<file path="config.mk">
export PLATFORM = sky130hd
export DESIGN_NAME = alu_seq_flat
export DESIGN_NICKNAME = d
export VERILOG_FILES = /design/src/rtl/alu_seq_pkg.sv /design/src/rtl/alu_seq_if.sv /design/src/rtl/alu_seq_shifter.sv /design/src/rtl/alu_seq.sv /design/src/flat_wrapper.sv
export SDC_FILE = /design/constraint.sdc
export NUM_CORES = 1
export LEC_CHECK = 0
export CAP_MARGIN = 20
export CORE_UTILIZATION = 47
export CTS_CLUSTER_SIZE = 25
export DETAILED_ROUTE_END_ITERATION = 10
export HOLD_SLACK_MARGIN = 0.03
export PLACE_DENSITY = 0.72
export SETUP_SLACK_MARGIN = 0.5
export SLEW_MARGIN = 20
export SYNTH_ARGS = -nofsm -noshare
export SYNTH_HDL_FRONTEND = slang
export SYNTH_SLANG_ARGS = --single-unit
export TNS_END_PERCENT = 50
</file>
<file path="constraint.sdc">
create_clock -name clk -period 5.8 [get_ports clk]
set_clock_uncertainty 0.1 [all_clocks]
set_input_delay 1.16 -clock clk [delete_from_list [all_inputs] [get_ports clk]]
set_output_delay 1.16 -clock clk [all_outputs]
set_load 0.05 [all_outputs]
</file>
<file path="src/rtl/alu_seq_pkg.sv">
// Shared encodings, flag indices and state/mode types for the sequential ALU.
// Optional MUL support is enabled by defining ALU_MUL_EN.
package alu_seq_pkg;

  localparam logic [3:0] OP_ADD = 4'h0;
  localparam logic [3:0] OP_ADC = 4'h1;
  localparam logic [3:0] OP_SUB = 4'h2;
  localparam logic [3:0] OP_SBB = 4'h3;
  localparam logic [3:0] OP_XOR = 4'h4;
  localparam logic [3:0] OP_MUL = 4'h5;
  localparam logic [3:0] OP_AND = 4'h8;
  localparam logic [3:0] OP_OR  = 4'h9;
  localparam logic [3:0] OP_ROR = 4'hA;
  localparam logic [3:0] OP_ROL = 4'hB;
  localparam logic [3:0] OP_SHR = 4'hC;
  localparam logic [3:0] OP_SHL = 4'hD;
  localparam logic [3:0] OP_SAR = 4'hE;

  localparam int unsigned FLG_C = 0;
  localparam int unsigned FLG_B = 1;
  localparam int unsigned FLG_Z = 2;
  localparam int unsigned FLG_P = 3;

`ifdef ALU_MUL_EN
  localparam logic MUL_EN = 1'b1;
`else
  localparam logic MUL_EN = 1'b0;
`endif

  typedef enum logic [1:0] {IDLE, SHIFT, DONE} state_e;

  typedef enum logic [2:0] {SM_ROR, SM_ROL, SM_SHR, SM_SHL, SM_SAR, SM_MUL} sh_mode_e;

  function automatic sh_mode_e op_mode(input logic [3:0] op);
    case (op)
      OP_ROL:  return SM_ROL;
      OP_SHR:  return SM_SHR;
      OP_SHL:  return SM_SHL;
      OP_SAR:  return SM_SAR;
      OP_MUL:  return SM_MUL;
      default: return SM_ROR;
    endcase
  endfunction

endpackage

</file>
<file path="src/rtl/alu_seq_if.sv">
// Request/response bundle of the sequential ALU; master drives requests, slave is the ALU.
interface alu_seq_if #(
  parameter int unsigned WIDTH = 8
);
  logic             in_valid;
  logic             in_ready;
  logic [3:0]       op;
  logic [WIDTH-1:0] a;
  logic [WIDTH-1:0] b;
  logic             flags_wr;
  logic [3:0]       flags_in;
  logic             out_valid;
  logic             out_ready;
  logic [WIDTH-1:0] result;
  logic [3:0]       flags;
  logic             out_err;

  modport master (
    output in_valid, op, a, b, flags_wr, flags_in, out_ready,
    input  in_ready, out_valid, result, flags, out_err
  );

  modport slave (
    input  in_valid, op, a, b, flags_wr, flags_in, out_ready,
    output in_ready, out_valid, result, flags, out_err
  );
endinterface

</file>
<file path="src/rtl/alu_seq_shifter.sv">
// One-bit-per-step shift/rotate and shift-add multiply datapath.
// work_step/hi_step/c_step are the values the registers take on the next step.
module alu_seq_shifter
  import alu_seq_pkg::*;
#(
  parameter int unsigned WIDTH = 8
) (
  input  logic             clk,
  input  logic             rst_n,
  input  logic             load,
  input  logic [WIDTH-1:0] load_a,
  input  logic [WIDTH-1:0] load_b,
  input  logic             step,
  input  sh_mode_e         mode,
  output logic [WIDTH-1:0] work_step,
  output logic [WIDTH-1:0] hi_step,
  output logic             c_step
);
  logic [WIDTH-1:0] work_d, work_q;
  logic [WIDTH-1:0] hi_d, hi_q;
  logic [WIDTH-1:0] mcand_d, mcand_q;
  logic [WIDTH:0]   psum;

  always_comb begin
    work_step = work_q;
    hi_step   = hi_q;
    c_step    = 1'b0;
    psum      = '0;
    case (mode)
      SM_ROR: begin work_step = {work_q[0], work_q[WIDTH-1:1]};       c_step = work_q[0];       end
      SM_ROL: begin work_step = {work_q[WIDTH-2:0], work_q[WIDTH-1]}; c_step = work_q[WIDTH-1]; end
      SM_SHR: begin work_step = {1'b0, work_q[WIDTH-1:1]};            c_step = work_q[0];       end
      SM_SHL: begin work_step = {work_q[WIDTH-2:0], 1'b0};            c_step = work_q[WIDTH-1]; end
      SM_SAR: begin work_step = {work_q[WIDTH-1], work_q[WIDTH-1:1]}; c_step = work_q[0];       end
      SM_MUL: begin
        // {hi, work} is the partial product; work's LSB selects the add, then both shift right.
        psum      = {1'b0, hi_q} + (work_q[0] ? {1'b0, mcand_q} : '0);
        hi_step   = psum[WIDTH:1];
        work_step = {psum[0], work_q[WIDTH-1:1]};
      end
      default: ;
    endcase

    work_d  = work_q;
    hi_d    = hi_q;
    mcand_d = mcand_q;
    if (load) begin
      work_d  = load_a;
      hi_d    = '0;
      mcand_d = load_b;
    end else if (step) begin
      work_d = work_step;
      hi_d   = hi_step;
    end
  end

  always_ff @(posedge clk or negedge rst_n) begin
    if (!rst_n) begin
      work_q  <= '0;
      hi_q    <= '0;
      mcand_q <= '0;
    end else begin
      work_q  <= work_d;
      hi_q    <= hi_d;
      mcand_q <= mcand_d;
    end
  end
endmodule

</file>
<file path="src/rtl/alu_seq.sv">
// Handshaked sequential ALU with flag register and iterative shifts (and MUL when
// ALU_MUL_EN is defined; otherwise that encoding reports an error).
module alu_seq
  import alu_seq_pkg::*;
#(
  parameter int unsigned WIDTH   = 8,
  parameter int unsigned SHAMT_W = $clog2(WIDTH)
) (
  input logic      clk,
  input logic      rst_n,
  alu_seq_if.slave bus
);
  localparam int unsigned CNT_W = SHAMT_W + 1;

  state_e           state_d, state_q;
  logic [CNT_W-1:0] cnt_d, cnt_q;
  sh_mode_e         mode_d, mode_q;
  logic             out_valid_d, out_valid_q;
  logic [WIDTH-1:0] result_d, result_q;
  logic [3:0]       flags_d, flags_q;
  logic             err_d, err_q;

  logic             accept, sh_load, sh_step, c_step, cin, bin;
  logic [WIDTH-1:0] work_step, hi_step;
  logic [3:0]       fl_base;
  logic [WIDTH:0]   sum, diff;
  logic [SHAMT_W-1:0] shamt;
  logic             fin, fin_err, fin_c, fin_b;
  logic [WIDTH-1:0] fin_res;

  alu_seq_shifter #(.WIDTH(WIDTH)) u_shifter (
    .clk       (clk),
    .rst_n     (rst_n),
    .load      (sh_load),
    .load_a    (bus.a),
    .load_b    (bus.b),
    .step      (sh_step),
    .mode      (mode_q),
    .work_step (work_step),
    .hi_step   (hi_step),
    .c_step    (c_step)
  );

  assign bus.in_ready  = (state_q == IDLE);
  assign bus.out_valid = out_valid_q;
  assign bus.result    = result_q;
  assign bus.flags     = flags_q;
  assign bus.out_err   = err_q;

  always_comb begin
    accept  = bus.in_valid && (state_q == IDLE);
    // A same-cycle flag write is visible to the op accepted in that cycle.
    fl_base = ((state_q == IDLE) && bus.flags_wr) ? bus.flags_in : flags_q;
    shamt   = bus.b[SHAMT_W-1:0];
    cin     = (bus.op == OP_ADC) && fl_base[FLG_C];
    bin     = (bus.op == OP_SBB) && fl_base[FLG_B];
    sum     = {1'b0, bus.a} + {1'b0, bus.b} + {{WIDTH{1'b0}}, cin};
    diff    = {1'b0, bus.a} - {1'b0, bus.b} - {{WIDTH{1'b0}}, bin};

    state_d     = state_q;
    cnt_d       = cnt_q;
    mode_d      = mode_q;
    out_valid_d = out_valid_q;
    result_d    = result_q;
    flags_d     = fl_base;
    err_d       = err_q;
    sh_load     = 1'b0;
    sh_step     = 1'b0;
    fin         = 1'b0;
    fin_err     = 1'b0;
    fin_res     = '0;
    fin_c       = fl_base[FLG_C];
    fin_b       = fl_base[FLG_B];

    case (state_q)
      IDLE: if (accept) begin
        sh_load = 1'b1;
        mode_d  = op_mode(bus.op);
        case (bus.op)
          OP_ADD, OP_ADC: begin fin = 1'b1; fin_res = sum[WIDTH-1:0];  fin_c = sum[WIDTH]; fin_b = 1'b0; end
          OP_SUB, OP_SBB: begin fin = 1'b1; fin_res = diff[WIDTH-1:0]; fin_c = 1'b0; fin_b = diff[WIDTH]; end
          OP_XOR: begin fin = 1'b1; fin_res = bus.a ^ bus.b; end
          OP_AND: begin fin = 1'b1; fin_res = bus.a & bus.b; end
          OP_OR:  begin fin = 1'b1; fin_res = bus.a | bus.b; end
          OP_ROR, OP_ROL, OP_SHR, OP_SHL, OP_SAR: begin
            if (shamt == '0) begin
              fin     = 1'b1;
              fin_res = bus.a;
            end else begin
              state_d = SHIFT;
              cnt_d   = CNT_W'(shamt);
            end
          end
          OP_MUL: begin
            if (MUL_EN) begin
              state_d = SHIFT;
              cnt_d   = CNT_W'(WIDTH);
            end else begin
              fin     = 1'b1;
              fin_err = 1'b1;
            end
          end
          default: begin fin = 1'b1; fin_err = 1'b1; end
        endcase
      end
      SHIFT: begin
        sh_step = 1'b1;
        cnt_d   = cnt_q - 1'b1;
        if (cnt_q == CNT_W'(1)) begin
          fin     = 1'b1;
          fin_res = work_step;
          fin_c   = (mode_q == SM_MUL) ? |hi_step : c_step;
        end
      end
      DONE: if (bus.out_ready) begin
        state_d     = IDLE;
        out_valid_d = 1'b0;
      end
      default: state_d = IDLE;
    endcase

    if (fin) begin
      state_d     = DONE;
      out_valid_d = 1'b1;
      err_d       = fin_err;
      result_d    = fin_err ? '0 : fin_res;
      if (!fin_err) begin
        flags_d[FLG_C] = fin_c;
        flags_d[FLG_B] = fin_b;
        flags_d[FLG_Z] = (fin_res == '0);
        flags_d[FLG_P] = ^fin_res;
      end
    end
  end

  always_ff @(posedge clk or negedge rst_n) begin
    if (!rst_n) begin
      state_q     <= IDLE;
      cnt_q       <= '0;
      mode_q      <= SM_ROR;
      out_valid_q <= 1'b0;
      result_q    <= '0;
      flags_q     <= '0;
      err_q       <= 1'b0;
    end else begin
      state_q     <= state_d;
      cnt_q       <= cnt_d;
      mode_q      <= mode_d;
      out_valid_q <= out_valid_d;
      result_q    <= result_d;
      flags_q     <= flags_d;
      err_q       <= err_d;
    end
  end
endmodule

</file>
<file path="src/flat_wrapper.sv">
// flat-port wrapper written by rule: the top's interface ports become plain ports
module alu_seq_flat import alu_seq_pkg::*;
#(
  parameter int unsigned WIDTH   = 8,
  parameter int unsigned SHAMT_W = $clog2(WIDTH)
)
  (clk, rst_n, bus_in_valid, bus_op, bus_a, bus_b, bus_flags_wr, bus_flags_in, bus_out_ready, bus_in_ready, bus_out_valid, bus_result, bus_flags, bus_out_err);
  alu_seq_if #(.WIDTH(WIDTH)) bus_i ();
  input logic clk;
  input logic rst_n;
  input wire logic [$bits(bus_i.in_valid)-1:0] bus_in_valid;
  input wire logic [$bits(bus_i.op)-1:0] bus_op;
  input wire logic [$bits(bus_i.a)-1:0] bus_a;
  input wire logic [$bits(bus_i.b)-1:0] bus_b;
  input wire logic [$bits(bus_i.flags_wr)-1:0] bus_flags_wr;
  input wire logic [$bits(bus_i.flags_in)-1:0] bus_flags_in;
  input wire logic [$bits(bus_i.out_ready)-1:0] bus_out_ready;
  output wire logic [$bits(bus_i.in_ready)-1:0] bus_in_ready;
  output wire logic [$bits(bus_i.out_valid)-1:0] bus_out_valid;
  output wire logic [$bits(bus_i.result)-1:0] bus_result;
  output wire logic [$bits(bus_i.flags)-1:0] bus_flags;
  output wire logic [$bits(bus_i.out_err)-1:0] bus_out_err;
  assign bus_i.in_valid = bus_in_valid;
  assign bus_i.op = bus_op;
  assign bus_i.a = bus_a;
  assign bus_i.b = bus_b;
  assign bus_i.flags_wr = bus_flags_wr;
  assign bus_i.flags_in = bus_flags_in;
  assign bus_i.out_ready = bus_out_ready;
  assign bus_in_ready = bus_i.in_ready;
  assign bus_out_valid = bus_i.out_valid;
  assign bus_result = bus_i.result;
  assign bus_flags = bus_i.flags;
  assign bus_out_err = bus_i.out_err;
  alu_seq #(.WIDTH(WIDTH), .SHAMT_W(SHAMT_W)) u_core (.clk(clk), .rst_n(rst_n), .bus(bus_i));
endmodule
</file>
==> qor.yml <==
crit_fanout: 4
wire_per_inst_um: 18.7
postPlaceCellArea_um2: 4780
whs_endpoint: "u_core.bus.result[0]"
cp-start-kind: "input port"
power_density_nw_per_um2: 383
cts_tree: "done"
core_um2: 8810
dpl.hpwl_um: 9460
vias_per_cell: 6.13
antenna_left: 0
pin_count: 44
regToRegEndpoint: "u_core.bus.flags[3]"
tns_ns: 0
min_period_ns: 5.06
combinationalPowerShare: 0.555
hold_path_depth: 2
worstMarginPinSlew_ns: 0.780
regToRegSetupSlack_ns: 1.46
cp.required_ns: 5.92
maxSlewViolCount: 0
seqPwrFrac: 0.314
seq_area_frac_synth: 0.273
diodes: 0
clockBufferDepth: 2
max_slew_margin: 0.479
status: "complete, but fails checks"
vdd_drop_max_mv: 0.140
syn_area_um2: 4310
layout_setup_ws_ns: 0.742
port_buffers: 43
holdBufCountCts: 0
htreeDepth: 2
grt_pass1_wl_um: 19600
antenna_found_initial: 0
async_flop_share: 1.00
syn_nets: 583
hp-start: "u_core.bus.result[0]"
synth_seq_cells: 47
ys_types: 62
intPower_uw: 985
design_area_um2: 4900
num_vias: 3957
placementRows: 34
drt_iter0_markers: 215
cp.arrival_ns: 5.18
drive_gt1_frac: 0.0503
fmax_mhz: 198
synth_top_area_frac: 0.273
rsz0062_at_grt: "false"
grt_pass1_vias: 3809
swShare: 0.475
drc_errors: 2
p_sw_uw: 892
cts_resized: 0
syn_inst: 505
grt_max_degree: 48
totalWireLength_um: 12000
drtPass1Iterations: 8
final-hold-violation-count: 0
clk_pin_slew_ns: 0.09
violations: "design-rule violations"
cts_buffers: 5
clkLatencyLatePin_ns: 0.31
cts.sinks: 47
die_height_um: 97.7
mostFrequentLayoutCells: "54 x nand2_1, 47 x dfrtp_1, 44 x ha_1"
start_util: 0.489
maxCapViolations: 0
cts_setup_buffers: 0
grtUsageTotal: 0.259
synth-edff-count: 0
yosysTopAreaCell: "dfrtp_1"
dpl_worst_slack_ns: 0.506
nNetsFinal: 614
setup_viol: 0
die_w_um: 97.7
final_common_cell: "nand2_1"
leakage_uw: 0.00215
avgSynthCellArea_um2: 8.53
hold_class: "flop to flop"
synth_area_leaders: "dfrtp_1 27%, ha_1 13%, nand2_1 4.7%"
fin_crit_sh: 0.872
yosysWarnings: 0
cts_root_buffer: "clkbuf_8"
p_clk_frac: 0.131
die-area_um2: 9550
grt_overflow: 0
criticalPathCategory: "input port to flop"
gp_congestion: 0.955
r2r_start: "u_core.state_q[0]"
end_kind: "flop"
area_delta_synth_final_pct: 13.7
reg2regPathDepth: 17
yosys_most_used_dff: "dfrtp_1"
-- kinds of logic (layout without fill, tap and decap cells) --
family          count (synthesis)  after routing  share of synthesized area
fa+ha+maj                      49             49                      0.151
xor+xnor                       16             16                     0.0325
simple gates                  160            160                      0.190
compound gates                156            156                      0.246
flops                          47             47                      0.273
buf+inv                        57             89                     0.0598
mux                            20             20                     0.0474
-- cell type report --
class,count,area [um^2]
clock buffers,5,68.8
clock inverters,3,43.8
flip-flops and latches,47,1180
repair buffers,51,488
multi-input cells,401,2870
inverters,30,113
well taps,108,135
fillers,832,3910
-- synth_stat cells, types with 3 or more instances --
master    number
a31oi_1        8
a211oi_1       9
o22ai_1        5
nand2b_1       3
nor3b_1        3
o21ai_0       36
and2_1        12
inv_1         30
a222oi_1       3
a22o_1         9
ha_1          44
o21a_1        12
clkbuf_1      13
nand2_1       54
nand3b_1       7
nor4_1         3
nor3_1         8
o31a_1         4
o211ai_1       6
mux2i_1       17
buf_2          8
xnor2_1       10
nand3_1        9
fa_1           5
a22oi_1       15
nor2_1        27
dfrtp_1       47
nor2b_1       11
buf_6          4
and3_1         4
a21oi_1       25
or3_1          5
mux2_2         3
a21o_1         4
o21bai_1       3
xor2_1         6
-- per-stage QoR --
step,hold slack (ns),std cells,total power (uW),util
2_1_floorplan,0.342,505,1330,-
3_3_place_gp,0.356,637,1600,0.543
3_5_place_dp,0.370,637,1620,0.543
4_1_cts,0.393,645,1870,0.556
5_1_grt,0.405,645,2010,0.556
6_report,0.385,645,1880,0.556
-- flip-flops by register name, summed over array words and instances (netlist names) --
| signal | cells |
|---|---|
| u_core.u_shifter.work_q | 8 |
| u_core.bus.out_err | 1 |
| u_core.bus.result | 8 |
| u_core.bus.out_valid | 1 |
| u_core.state_q | 2 |
| u_core.u_shifter.hi_q | 8 |
| u_core.u_shifter.mcand_q | 8 |
| u_core.cnt_q | 4 |
| u_core.mode_q | 3 |
| u_core.bus.flags | 4 |
-- routing by layer --
layer,part of all wire,up-vias,global-route usage
li1,-,1893,-
met1,0.45,1905,0.352
met2,0.47,137,0.428
met3,0.049,22,0.0230
met4,0.027,0,0.0979
met5,0,-,0
-- worst max-delay path, cell delays in order --
cell and delay [ns]:
clkdlybuf4s50_1 0.45, and2_1 0.27, mux2i_1 0.14, or4_1 0.52, fa_1 0.43, fa_1 0.41, nor2b_1 0.19, o31a_1 0.21
o21a_1 0.15, nor3_1 0.05, nor3b_1 0.28, nor3_1 0.11, ha_1 0.31, xnor2_1 0.16, xnor2_1 0.14, nor2_1 0.05
a21oi_1 0.14
-- power by group through the flow --
stage	sequential, uW	clock (uW)	combinational [uW]
after floorplan	689	0	638
after global placement	587	0	1010
after detailed placement	593	0	1030
after CTS	588	252	1030
after global routing	609	263	1140
final	589	246	1040
-- how the worst max path moves through the flow --
| stage | from | end | slack, ns | depth (start not counted) |
|---|---|---|---|---|
| final | bus_flags_wr | u_core.bus.flags[3] | 0.74 | 17 |
| after global routing | bus_flags_wr | u_core.bus.flags[3] | 0.51 | 17 |
| after CTS | bus_flags_wr | u_core.bus.flags[3] | 0.78 | 17 |
| after detailed placement | bus_flags_wr | u_core.bus.flags[3] | 0.51 | 17 |
| after global placement | bus_flags_wr | u_core.bus.flags[3] | 0.59 | 17 |
| after floorplan | u_core.state_q[1] | u_core.bus.flags[3] | 1.10 | 19 |
No activity file was read; power rests on OpenSTA's default activity.
